[src/rtl/time_set_ctrl.sv]
// Alarm-clock time-keeping and time-set sequencer: runs the seconds divider in RUN and
// walks the four time digits in SET, turning button pulses into registered load strobes.
module time_set_ctrl (
    input  logic       clk,
    input  logic       reset_n,
    input  logic       sec_tick,
    input  logic       mode_btn,
    input  logic       up_btn,
    input  logic [3:0] cur_ht,
    input  logic [3:0] cur_hu,
    input  logic [3:0] cur_mt,
    input  logic [3:0] cur_mu,
    output logic       min_inc,
    output logic [3:0] set_sel,
    output logic [3:0] set_val,
    output logic       set_mode,
    output logic [3:0] digit_blank,
    output logic [5:0] sec_cnt
);

    localparam logic [2:0] RUN    = 3'd0;
    localparam logic [2:0] SET_HT = 3'd1;
    localparam logic [2:0] SET_HU = 3'd2;
    localparam logic [2:0] SET_MT = 3'd3;
    localparam logic [2:0] SET_MU = 3'd4;

    logic [2:0] state, state_nx;
    logic       blink, blink_nx;
    logic [3:0] blank_nx;
    logic       edit_pend, clamp_pend;
    logic [1:0] edit_dig, cap_dig;
    logic [3:0] edit_val, hu_lim;
    logic       busy, mode_ok, up_ok;

    function automatic logic [3:0] wrap_inc(input logic [3:0] v, input logic [3:0] lim);
        return (v >= lim) ? 4'd0 : v + 4'd1;
    endfunction

    // The strobe cycle itself still counts as busy, so set_sel feeds back into busy.
    assign busy    = edit_pend | clamp_pend | (set_sel != 4'd0);
    assign mode_ok = mode_btn & ~busy;
    assign up_ok   = up_btn & ~busy & ~mode_btn & (state != RUN);
    assign hu_lim  = (cur_ht == 4'd2) ? 4'd3 : 4'd9;

    always_comb begin
        state_nx = state;
        if (mode_ok) begin
            case (state)
                RUN:     state_nx = SET_HT;
                SET_HT:  state_nx = SET_HU;
                SET_HU:  state_nx = SET_MT;
                SET_MT:  state_nx = SET_MU;
                default: state_nx = RUN;
            endcase
        end
    end

    always_comb begin
        blink_nx = blink;
        if (mode_ok && state == RUN)
            blink_nx = 1'b0;
        else if (state != RUN && sec_tick)
            blink_nx = ~blink;
        case (state_nx)
            SET_HT:  blank_nx = {blink_nx, 3'b000};
            SET_HU:  blank_nx = {1'b0, blink_nx, 2'b00};
            SET_MT:  blank_nx = {2'b00, blink_nx, 1'b0};
            SET_MU:  blank_nx = {3'b000, blink_nx};
            default: blank_nx = 4'b0000;
        endcase
    end

    always_comb begin
        case (state)
            SET_HT:  cap_dig = 2'd3;
            SET_HU:  cap_dig = 2'd2;
            SET_MT:  cap_dig = 2'd1;
            default: cap_dig = 2'd0;
        endcase
        case (edit_dig)
            2'd3:    edit_val = wrap_inc(cur_ht, 4'd2);
            2'd2:    edit_val = wrap_inc(cur_hu, hu_lim);
            2'd1:    edit_val = wrap_inc(cur_mt, 4'd5);
            default: edit_val = wrap_inc(cur_mu, 4'd9);
        endcase
    end

    always_ff @(posedge clk or negedge reset_n) begin
        if (!reset_n) begin
            state       <= RUN;
            blink       <= 1'b0;
            set_mode    <= 1'b0;
            digit_blank <= 4'd0;
            sec_cnt     <= 6'd0;
            min_inc     <= 1'b0;
            set_sel     <= 4'd0;
            set_val     <= 4'd0;
            edit_pend   <= 1'b0;
            clamp_pend  <= 1'b0;
            edit_dig    <= 2'd0;
        end else begin
            state       <= state_nx;
            blink       <= blink_nx;
            set_mode    <= (state_nx != RUN);
            digit_blank <= blank_nx;
            min_inc     <= 1'b0;
            set_sel     <= 4'd0;
            set_val     <= 4'd0;

            if (state_nx != RUN) begin
                sec_cnt <= 6'd0;
            end else if (state == RUN && sec_tick) begin
                if (sec_cnt == 6'd59) begin
                    sec_cnt <= 6'd0;
                    min_inc <= 1'b1;
                end else begin
                    sec_cnt <= sec_cnt + 6'd1;
                end
            end

            if (up_ok) begin
                edit_pend <= 1'b1;
                edit_dig  <= cap_dig;
            end
            if (edit_pend) begin
                edit_pend  <= 1'b0;
                set_sel    <= 4'b0001 << edit_dig;
                set_val    <= edit_val;
                clamp_pend <= (edit_dig == 2'd3) && (edit_val == 4'd2) && (cur_hu > 4'd3);
            end
            if (clamp_pend) begin
                clamp_pend <= 1'b0;
                set_sel    <= 4'b0100;
                set_val    <= 4'd3;
            end
        end
    end

endmodule

[config.mk]
export PLATFORM = sky130hd
export DESIGN_NAME = time_set_ctrl
export DESIGN_NICKNAME = d
export VERILOG_FILES = /design/src/rtl/time_set_ctrl.sv
export SDC_FILE = /design/constraint.sdc
export NUM_CORES = 1
export LEC_CHECK = 0
export CAP_MARGIN = 15
export CORE_ASPECT_RATIO = 0.8
export CORE_UTILIZATION = 45
export CTS_CLUSTER_SIZE = 40
export DETAILED_ROUTE_END_ITERATION = 10
export PLACE_DENSITY = 0.85
export SYNTH_ARGS = -nofsm -noshare
export SYNTH_HDL_FRONTEND = slang
export SYNTH_SLANG_ARGS = --single-unit
[constraint.sdc]
create_clock -name clk -period 4.1 [get_ports clk]
set_input_delay 0.615 -clock clk [delete_from_list [all_inputs] [get_ports clk]]
set_output_delay 0.615 -clock clk [all_outputs]
set_load 0.005 [all_outputs]
# Yosys cells after proc, flatten, opt, wreduce, memory -nomap -nowiden
# Cells that the tools add are included.
# word_totals
ff_bits	28
inputBits	21
output_inout_bits	20
elab_cells	80
# classes
addsub	5
order_cmp	5
eq_ne	13
n_shift	1
n_mux	26
n_bitwise	9
n_reduce_logical	10
# ops
op	count
two-way mux 4 bit	9
two-way mux 6 bit	3
adder 4 x 1 -> 4 bit (second input constant)	4
case mux 4 bit (4 select lines)	1
equality test 3 x 2 -> 1 bit (second input constant)	4
case mux 3 bit (4 select lines)	1
case mux 4 bit (3 select lines)	1
two-way mux 1 bit	9
equality test 4 x 2 -> 1 bit (second input constant)	2
adder 6 x 1 -> 6 bit (second input constant)	1
equality test 3 x 1 -> 1 bit (second input constant)	2
equality test 6 bit (second input constant)	1
case mux 2 bit (3 select lines)	1
nonzero test 3 bit	2
logical AND 1 bit	5
bitwise AND 1 bit	4
equality test 2 bit (second input constant)	2
greater-or-equal comparator 4 x 2 -> 1 bit (second input constant)	1
greater-or-equal comparator 4 x 3 -> 1 bit (second input constant)	1
greater-or-equal comparator 4 bit	1
greater-or-equal comparator 4 bit (second input constant)	1
> comparator 4 x 2 -> 1 bit (second input constant)	1
nonzero test 4 bit	1
left shift 1 x 2 -> 4 bit (first input constant)	1
7 further kinds	10

# Depth between registers and ports, before layout
# Gate-level depths: netlist of the first run.
# depth
word_depth	10
ltp_mapped	7
mapped_depth_nobuf	7

# Least setup slack after synthesis of the first run
# Ideal clock, no wire load.
# synth_timing
kind	in2reg
startpoint	in cur_mt[1]
endpoint	reg clamp_pend
setup_ns	0.120
arrival_time_ns	1.856
required_ns	3.980
slack_ns	2.123
cell_stages	7
path_buffers	0
path_cell_list	inv_1 -> ha_1 -> nand2b_1 -> a2111oi_0 -> a222oi_1 -> o31a_1 -> and4_1
# synth_via
elab_chain_cells	8
elab_cells_between_ends	9
classes_between	1 x add/sub; 1 x order compare; 1 x eq/ne; 4 x mux; 2 x reduce/logical
# synth_lines
item	line	source
start, declared	11	input logic [3:0] cur_mt,
adder 4 x 1 -> 4 bit or greater-or-equal comparator 4 x 3 -> 1 bit (tied branches)	36	return (v >= lim) ? 4'd0 : v + 4'd1;
two-way mux 4 bit *	36	
case mux 4 bit (3 select lines) *	80	case (edit_dig)
equality test 4 x 2 -> 1 bit *	129	clamp_pend <= (edit_dig == 2'd3) && (edit_val == 4'd2) && (cur_hu > 4'd3);
logical AND 1 bit * (2 in a row)	129	
two-way mux 1 bit *	125	if (edit_pend) begin
two-way mux 1 bit *	131	if (clamp_pend) begin
end signal, assigned	129	
end, declared	30	logic edit_pend, clamp_pend;
# Mark *: on every way between the ends. The rest lies on a longest branch, timed or not.
# A chain may end at the register's enable or synchronous reset.

# Worst setup path after layout of the first run
# Ends and elaborated chain as after synthesis.

==> flow_metrics.tcl, run 1 <==
set metrics [dict create \
    syn-num-nets 193 \
    drv_cap 0 \
    critPathKind "input port to register" \
    drt_iter0_markers 123 \
    grt.met3_usage_pct 3.62 \
    initial_core_util_pct 47.3 \
    synth-adder-area-share_pct 7.73 \
    num-fill-cells 288 \
    htree_levels 1 \
    reg2reg_depth 5 \
    rr_startpoint "state[2]$_DFF_PN0_" \
    crit_required_ns 4.27 \
    yosys.area.top_type "dfrtp_1" \
    synth_xor_area_share_pct 5.95 \
    hold_ws_ns 0.564 \
    synth_mux_area_share_pct 0.618 \
    dieWidth_um 69.1 \
    grt_usage_pct 18.6 \
    drive_above_1_share_pct 7.39 \
    gp_congestion 0.819 \
    insertion_delay_ns 0.27 \
    hold_buffers 0 \
    numCtsBuffers 3 \
    whs_path_depth 2 \
    grt_pass1_vias 1253 \
    worst_pin_slew_ns 0.527 \
    core_region_area_um2 3420 \
    crit_fanout 3 \
    leakage_nw 0.923 \
    clockBufferDepth 2 \
    cts-root-buf "clkbuf_8" \
    rsz0062_at_grt "no" \
    synth-warning-count 0 \
    setup_violations 0 \
    grt_first_pass_wirelength_um 5730 \
    die_y_um 55.7 \
    dr.pass1.iters 4 \
    via_per_inst 5.40 \
    rr_endpoint "sec_cnt[0]$_DFFE_PN0P_" \
    ios 41 \
    relSlewSlack_pct 64.0 \
    synth.area.top_cells "dfrtp_1, ha_1, nor2_1, xor2_1, inv_1" \
    worstSetupEndpointType "register" \
    mappedNetlistArea_um2 1620 \
    crit_family "compound AO/OA/AOI/OAI gates" \
    status "finished clean" \
    wirelength_um 3310 \
    setup_tns_ns 0 \
    fin_skew_ns 0.00237 \
    path_cells "clkdlybuf4s50_1, inv_1, ha_1, nand2b_1, a2111oi_0, a222oi_1, o31a_1, and4_1" \
    antenna_cells 0 \
    grt.overflow.total 0 \
    row_count 19 \
    io_buffers 40 \
    antenna_found_initial 0 \
    yosys_most_used_dff "dfrtp_1" \
    ys_seq_area_share_pct 43.3 \
    yosysTopAreaCellShare_pct 43.3 \
    tritoncts "built" \
    synth_simple_gate_area_share_pct 26.8 \
    synth_top_family_by_area "simple AND/OR/NAND/NOR gates" \
    power_density_nw_per_um2 461 \
    drtAntennaViolNets 0 \
    drcViolationCount 0 \
    grtUsageMet1_pct 27.1 \
    cts_setup_buffers 0 \
    synth-compound-area-share_pct 11.1 \
    crit_path_top_delay_cell "a2111oi_0" \
    timing.fmax_mhz 423 \
    peakVddDrop_mv 0.397 \
    cp.arrival_ns 2.54 \
    postSynthAreaPerCell_um2 9.99 \
    finalHoldViolCount 0 \
    cp-start-kind "input port" \
    postLayoutCoreUtil_pct 61.6 \
    grt.busiest_layer "met2" \
    cp.buffers_inverters 2 \
    clk_pin_slew_ns 0.09 \
    grt_max_degree 29 \
    min_path_type "register to register" \
    ys_ff_latch 28 \
    reg2reg_slack_ns 2.25 \
    nNetsFinal 235 \
    wl_per_cell_um 13.5 \
    ctsResizeCount 0 \
    fin_crit_sh_pct 57.7 \
    syn_inst 162 \
    hpwl_um 2580 \
    worst_hold_startpoint "blink$_DFF_PN0_" \
    syn_to_final_growth_pct 30.3 \
    vias 1322 \
    die_area_um2 3840 \
    slowest_delay_ns 0.54 \
    period_minus_slack_ns 2.37 \
    clkSinkCount 28 \
    synth-async-reset-ratio_pct 100 \
    synth_edf_count 0 \
    ys_types 47 \
    worstHoldEndpoint "blink$_DFF_PN0_" \
    final_max_slew_viol_count 0 \
    use_met2_pct 28.8 \
]
## metal layers
layer,vias to the layer above,routed length [um],part of all wire [%]
met5,-,0,0
met4,0,22,0.67
met3,3,175,5.3
met2,36,1560,47
met1,623,1550,47
li1,660,-,-
## worst register-to-register path, stage by stage (launching register included)
cell      delay [ns]
dfrtp_1         0.51
nor3_4          0.38
nand3_2         0.16
or4_4           0.53
nand2b_4        0.11
nor2_1          0.05
## state kept, by name, summed over array words and instances (netlist names)
name / flops
state: 3
set_sel: 4
edit_dig: 2
sec_cnt: 6
edit_pend: 1
set_mode: 1
clamp_pend: 1
blink: 1
digit_blank: 4
min_inc: 1
set_val: 4
## per-stage QoR
| step | std cells | worst slack [ns] | total power [mW] | cell area, um2 |
|---|---|---|---|---|
| 6_report | 245 | 1.73 | 0.972 | 2110 |
| 3_5_place_dp | 241 | 1.42 | 0.807 | 2050 |
| 4_1_cts | 245 | 1.74 | 0.980 | 2110 |
| 5_1_grt | 245 | 1.51 | 1.04 | 2110 |
| 3_3_place_gp | 241 | 1.51 | 0.796 | 2050 |
| 2_1_floorplan | 162 | 2.12 | 0.670 | 1620 |
## worst max path at each step
stage,from,to,depth (start not counted)
floorplan,cur_mt[1],clamp_pend$_DFF_PN0_,7
global placement,cur_mt[1],clamp_pend$_DFF_PN0_,8
detailed placement,cur_mt[1],clamp_pend$_DFF_PN0_,8
CTS,cur_mt[1],clamp_pend$_DFF_PN0_,8
global route,cur_ht[0],set_val[1]$_DFF_PN0_,8
finish,cur_mt[1],clamp_pend$_DFF_PN0_,8
## cell type report
class	count	area (um2)	share of cell area, %
clock buffer	4	55.1	2.61
inverter	13	48.8	2.31
multi-input combinational	117	845	40.0
sequential	28	701	33.2
tap	42	52.6	2.49
timing repair buffer	41	408	19.3
## kinds of logic (layout without fill, tap and decap cells)
group,after synthesis,after routing
simple gates,70,70
flops,28,28
compound gates,25,25
buf+inv,17,58
xor+xnor,11,11
fa+ha+maj,10,10
mux,1,1
## placed cells by master, fill, tap and decap left out, drive strengths merged, types with 3 or more instances in the layout
master	synthesis	routed
clkbuf	1	4
xnor2	5	5
xor2	6	6
ha	10	10
nor2	15	15
nor4	4	4
nor3	10	10
clkdlybuf4s50	0	40
and3	3	3
nand3	6	6
o31ai	4	4
nand2	13	13
inv	13	13
nor3b	3	3
o21ai	4	4
a21oi	3	3
dfrtp	28	28
## Yosys cell counts (2+ instances only)
cell type,count
ha_1,10
and3_1,3
xor2_1,6
nor3b_1,3
o211ai_1,2
dfrtp_1,28
nor4_1,3
inv_1,13
nand2_1,13
nor4b_1,2
a2111oi_0,2
xnor2_1,5
nor2b_1,2
buf_2,2
nor3_1,9
nor2_1,15
o31ai_1,4
a21oi_1,3
o21ai_0,4
a222oi_1,2
nand3_1,4
a31oi_1,2
## power breakdown
group / switching, mW / internal [mW] / leakage [nW] / total (mW)
combinational: 0.188 / 0.193 / 0.520 / 0.381
clock: 0.0823 / 0.0860 / 0.0288 / 0.168
sequential: 0.0877 / 0.336 / 0.375 / 0.423
No activity file was read; power rests on OpenSTA's default activity.
==> inputs of run 2 (changes only) <==
--- a/config.mk
+++ b/config.mk
@@ -7,10 +7,10 @@
 export LEC_CHECK = 0
 export CAP_MARGIN = 15
 export CORE_ASPECT_RATIO = 0.8
-export CORE_UTILIZATION = 45
+export CORE_UTILIZATION = 44
 export CTS_CLUSTER_SIZE = 40
 export DETAILED_ROUTE_END_ITERATION = 10
-export PLACE_DENSITY = 0.85
+export PLACE_DENSITY = 0.87
 export SYNTH_ARGS = -nofsm -noshare
 export SYNTH_HDL_FRONTEND = slang
 export SYNTH_SLANG_ARGS = --single-unit
==> constraint.sdc (replaced) <==
create_clock -name clk -period 2.14 [get_ports clk]
set_input_delay 0.321 -clock clk [delete_from_list [all_inputs] [get_ports clk]]
set_output_delay 0.321 -clock clk [all_outputs]
set_load 0.005 [all_outputs]
==> flow_metrics.tcl, run 2 (synthesis results as in run 1) <==
set metrics [dict create \
    status "finished clean" \
    dieWidth_um 69.8 \
    grt_pass1_vias 1353 \
    final_common_cell "clkdlybuf4s50_1" \
    period_minus_slack_ns 1.98 \
    htree_levels 1 \
    gp_congestion 0.839 \
    grt_usage_pct 20.3 \
    finalWorstSetupSlack_ns 0.158 \
    crit_fanout 3 \
    design_area_um2 2240 \
    crit_required_ns 2.31 \
    hold_buffers 0 \
    worst_pin_slew_ns 0.461 \
    numCtsBuffers 3 \
    dr.pass1.iters 4 \
    cts-root-buf "clkbuf_8" \
    top_register "sec_cnt" \
    drcViolationCount 0 \
    largest_reg_flops 6 \
    final_max_slew_viol_count 0 \
    cp-start-kind "input port" \
    clockBufferDepth 2 \
    ios 41 \
    final_cell_mix "clkdlybuf4s50_1, dfrtp_1, buf_4" \
    drt_iter0_markers 137 \
    relSlewSlack_pct 69.1 \
    insertion_delay_ns 0.27 \
    min_path_type "input port to asynchronous set/reset pin" \
    peakVddDrop_mv 0.661 \
    fin_skew_ns 0.00247 \
    critPathKind "input port to register" \
    wl_per_cell_um 13.8 \
    row_count 19 \
    wirelength_um 3620 \
    num-fill-cells 280 \
    initial_core_util_pct 46.6 \
    cp.arrival_ns 2.15 \
    fin_crit_sh_pct 92.6 \
    place_area_um2 2180 \
    cts_setup_buffers 0 \
    grt_first_pass_wirelength_um 6320 \
    hold_ws_ns 0.413 \
    nNetsFinal 252 \
    antenna_cells 0 \
    hpwl_um 2790 \
    clk_pin_slew_ns 0.09 \
    place_ws_ns -0.182 \
    leakage_nw 1.01 \
    worstSetupEndpointType "register" \
    clkSinkCount 28 \
    power_density_nw_per_um2 878 \
    antenna_found_initial 0 \
    rsz0062_at_grt "no" \
    setup_tns_ns 0 \
    die_area_um2 3930 \
    vias 1393 \
    postLayoutCoreUtil_pct 64.6 \
    instances_no_fill 262 \
    placed_cells 258 \
    setup_violations 0 \
    grt_max_degree 29 \
    via_per_inst 5.32 \
    io_buffers 40 \
    core_region_area_um2 3470 \
    p_total_mw 1.97 \
    drive_above_1_share_pct 15.0 \
    drv_cap 0 \
    grt.overflow.total 0 \
    syn_to_final_growth_pct 38.6 \
    timing.fmax_mhz 505 \
    drtAntennaViolNets 0 \
    finalHoldViolCount 0 \
    tritoncts "built" \
    die_y_um 56.3 \
]
==> run 2: cell types whose count changed in the layout (fill, tap and decap cells not counted), sizes merged <==
cell,previous run,this run
buf,1,18
==> run 2: worst paths after layout <==
check / endpoint / depth (start not counted) / startpoint / slack, ns
max in group asynchronous: edit_dig[0]$_DFFE_PN0P_ / 2 / reset_n / 1.47
worst min register to register: sec_cnt[1]$_DFFE_PN0P_ / 2 / sec_cnt[1]$_DFFE_PN0P_ / 0.59
min in group clk: sec_cnt[1]$_DFFE_PN0P_ / 2 / sec_cnt[1]$_DFFE_PN0P_ / 0.59
worst max register to register: sec_cnt[5]$_DFFE_PN0P_ / 5 / state[1]$_DFF_PN0_ / 0.36
worst min-delay path: sec_cnt[5]$_DFFE_PN0P_ / 2 / reset_n / 0.41
worst max-delay path: clamp_pend$_DFF_PN0_ / 9 / cur_mt[1] / 0.16
==> run 2: repair_timing <==
item,4_1_cts,5_1_grt
endpoints found under the hold margin,0,0
setup endpoints to repair,0,1
gates resized for setup,0,3
==> run 2: layout make-up <==
cell class | instances | area, um2 | area share [%]
repair buffers | 58 | 536 | 23.9
multi-input cells | 117 | 851 | 37.9
flip-flops and latches | 28 | 701 | 31.2
inverters | 13 | 48.8 | 2.18
clock buffers | 4 | 55.1 | 2.45
well taps | 42 | 52.6 | 2.34
==> run 2: metal layers <==
layer	share of wire [%]	track usage [%]	up-vias
li1	-	-	695
met1	47	28.8	652
met2	47	33.4	46
met3	5.7	4.49	0
met4	0	1.71	0
met5	0	0	-
==> run 2: critical path, stage by stage <==
cell             delay, ns
clkdlybuf4s50_1       0.48
inv_1                 0.06
ha_1                  0.16
nand2b_1              0.16
a2111oi_0             0.42
buf_4                 0.19
a222oi_1              0.07
o31a_1                0.14
and4_1                0.15
==> run 2: where the power goes <==
| group | switching (mW) | internal (mW) |
|---|---|---|
| sequential | 0.124 | 0.644 |
| clock | 0.159 | 0.165 |
| combinational | 0.435 | 0.443 |
==> inputs of run 3 (changes only) <==
--- a/config.mk
+++ b/config.mk
@@ -5,6 +5,7 @@
 export SDC_FILE = /design/constraint.sdc
 export NUM_CORES = 1
 export LEC_CHECK = 0
+export ABC_CLOCK_PERIOD_IN_PS = 2140
 export CAP_MARGIN = 15
 export CORE_ASPECT_RATIO = 0.8
 export CORE_UTILIZATION = 44
==> results of run 3 <==
Same layout as run 2: the final DEF is identical, and so are final timing and power.
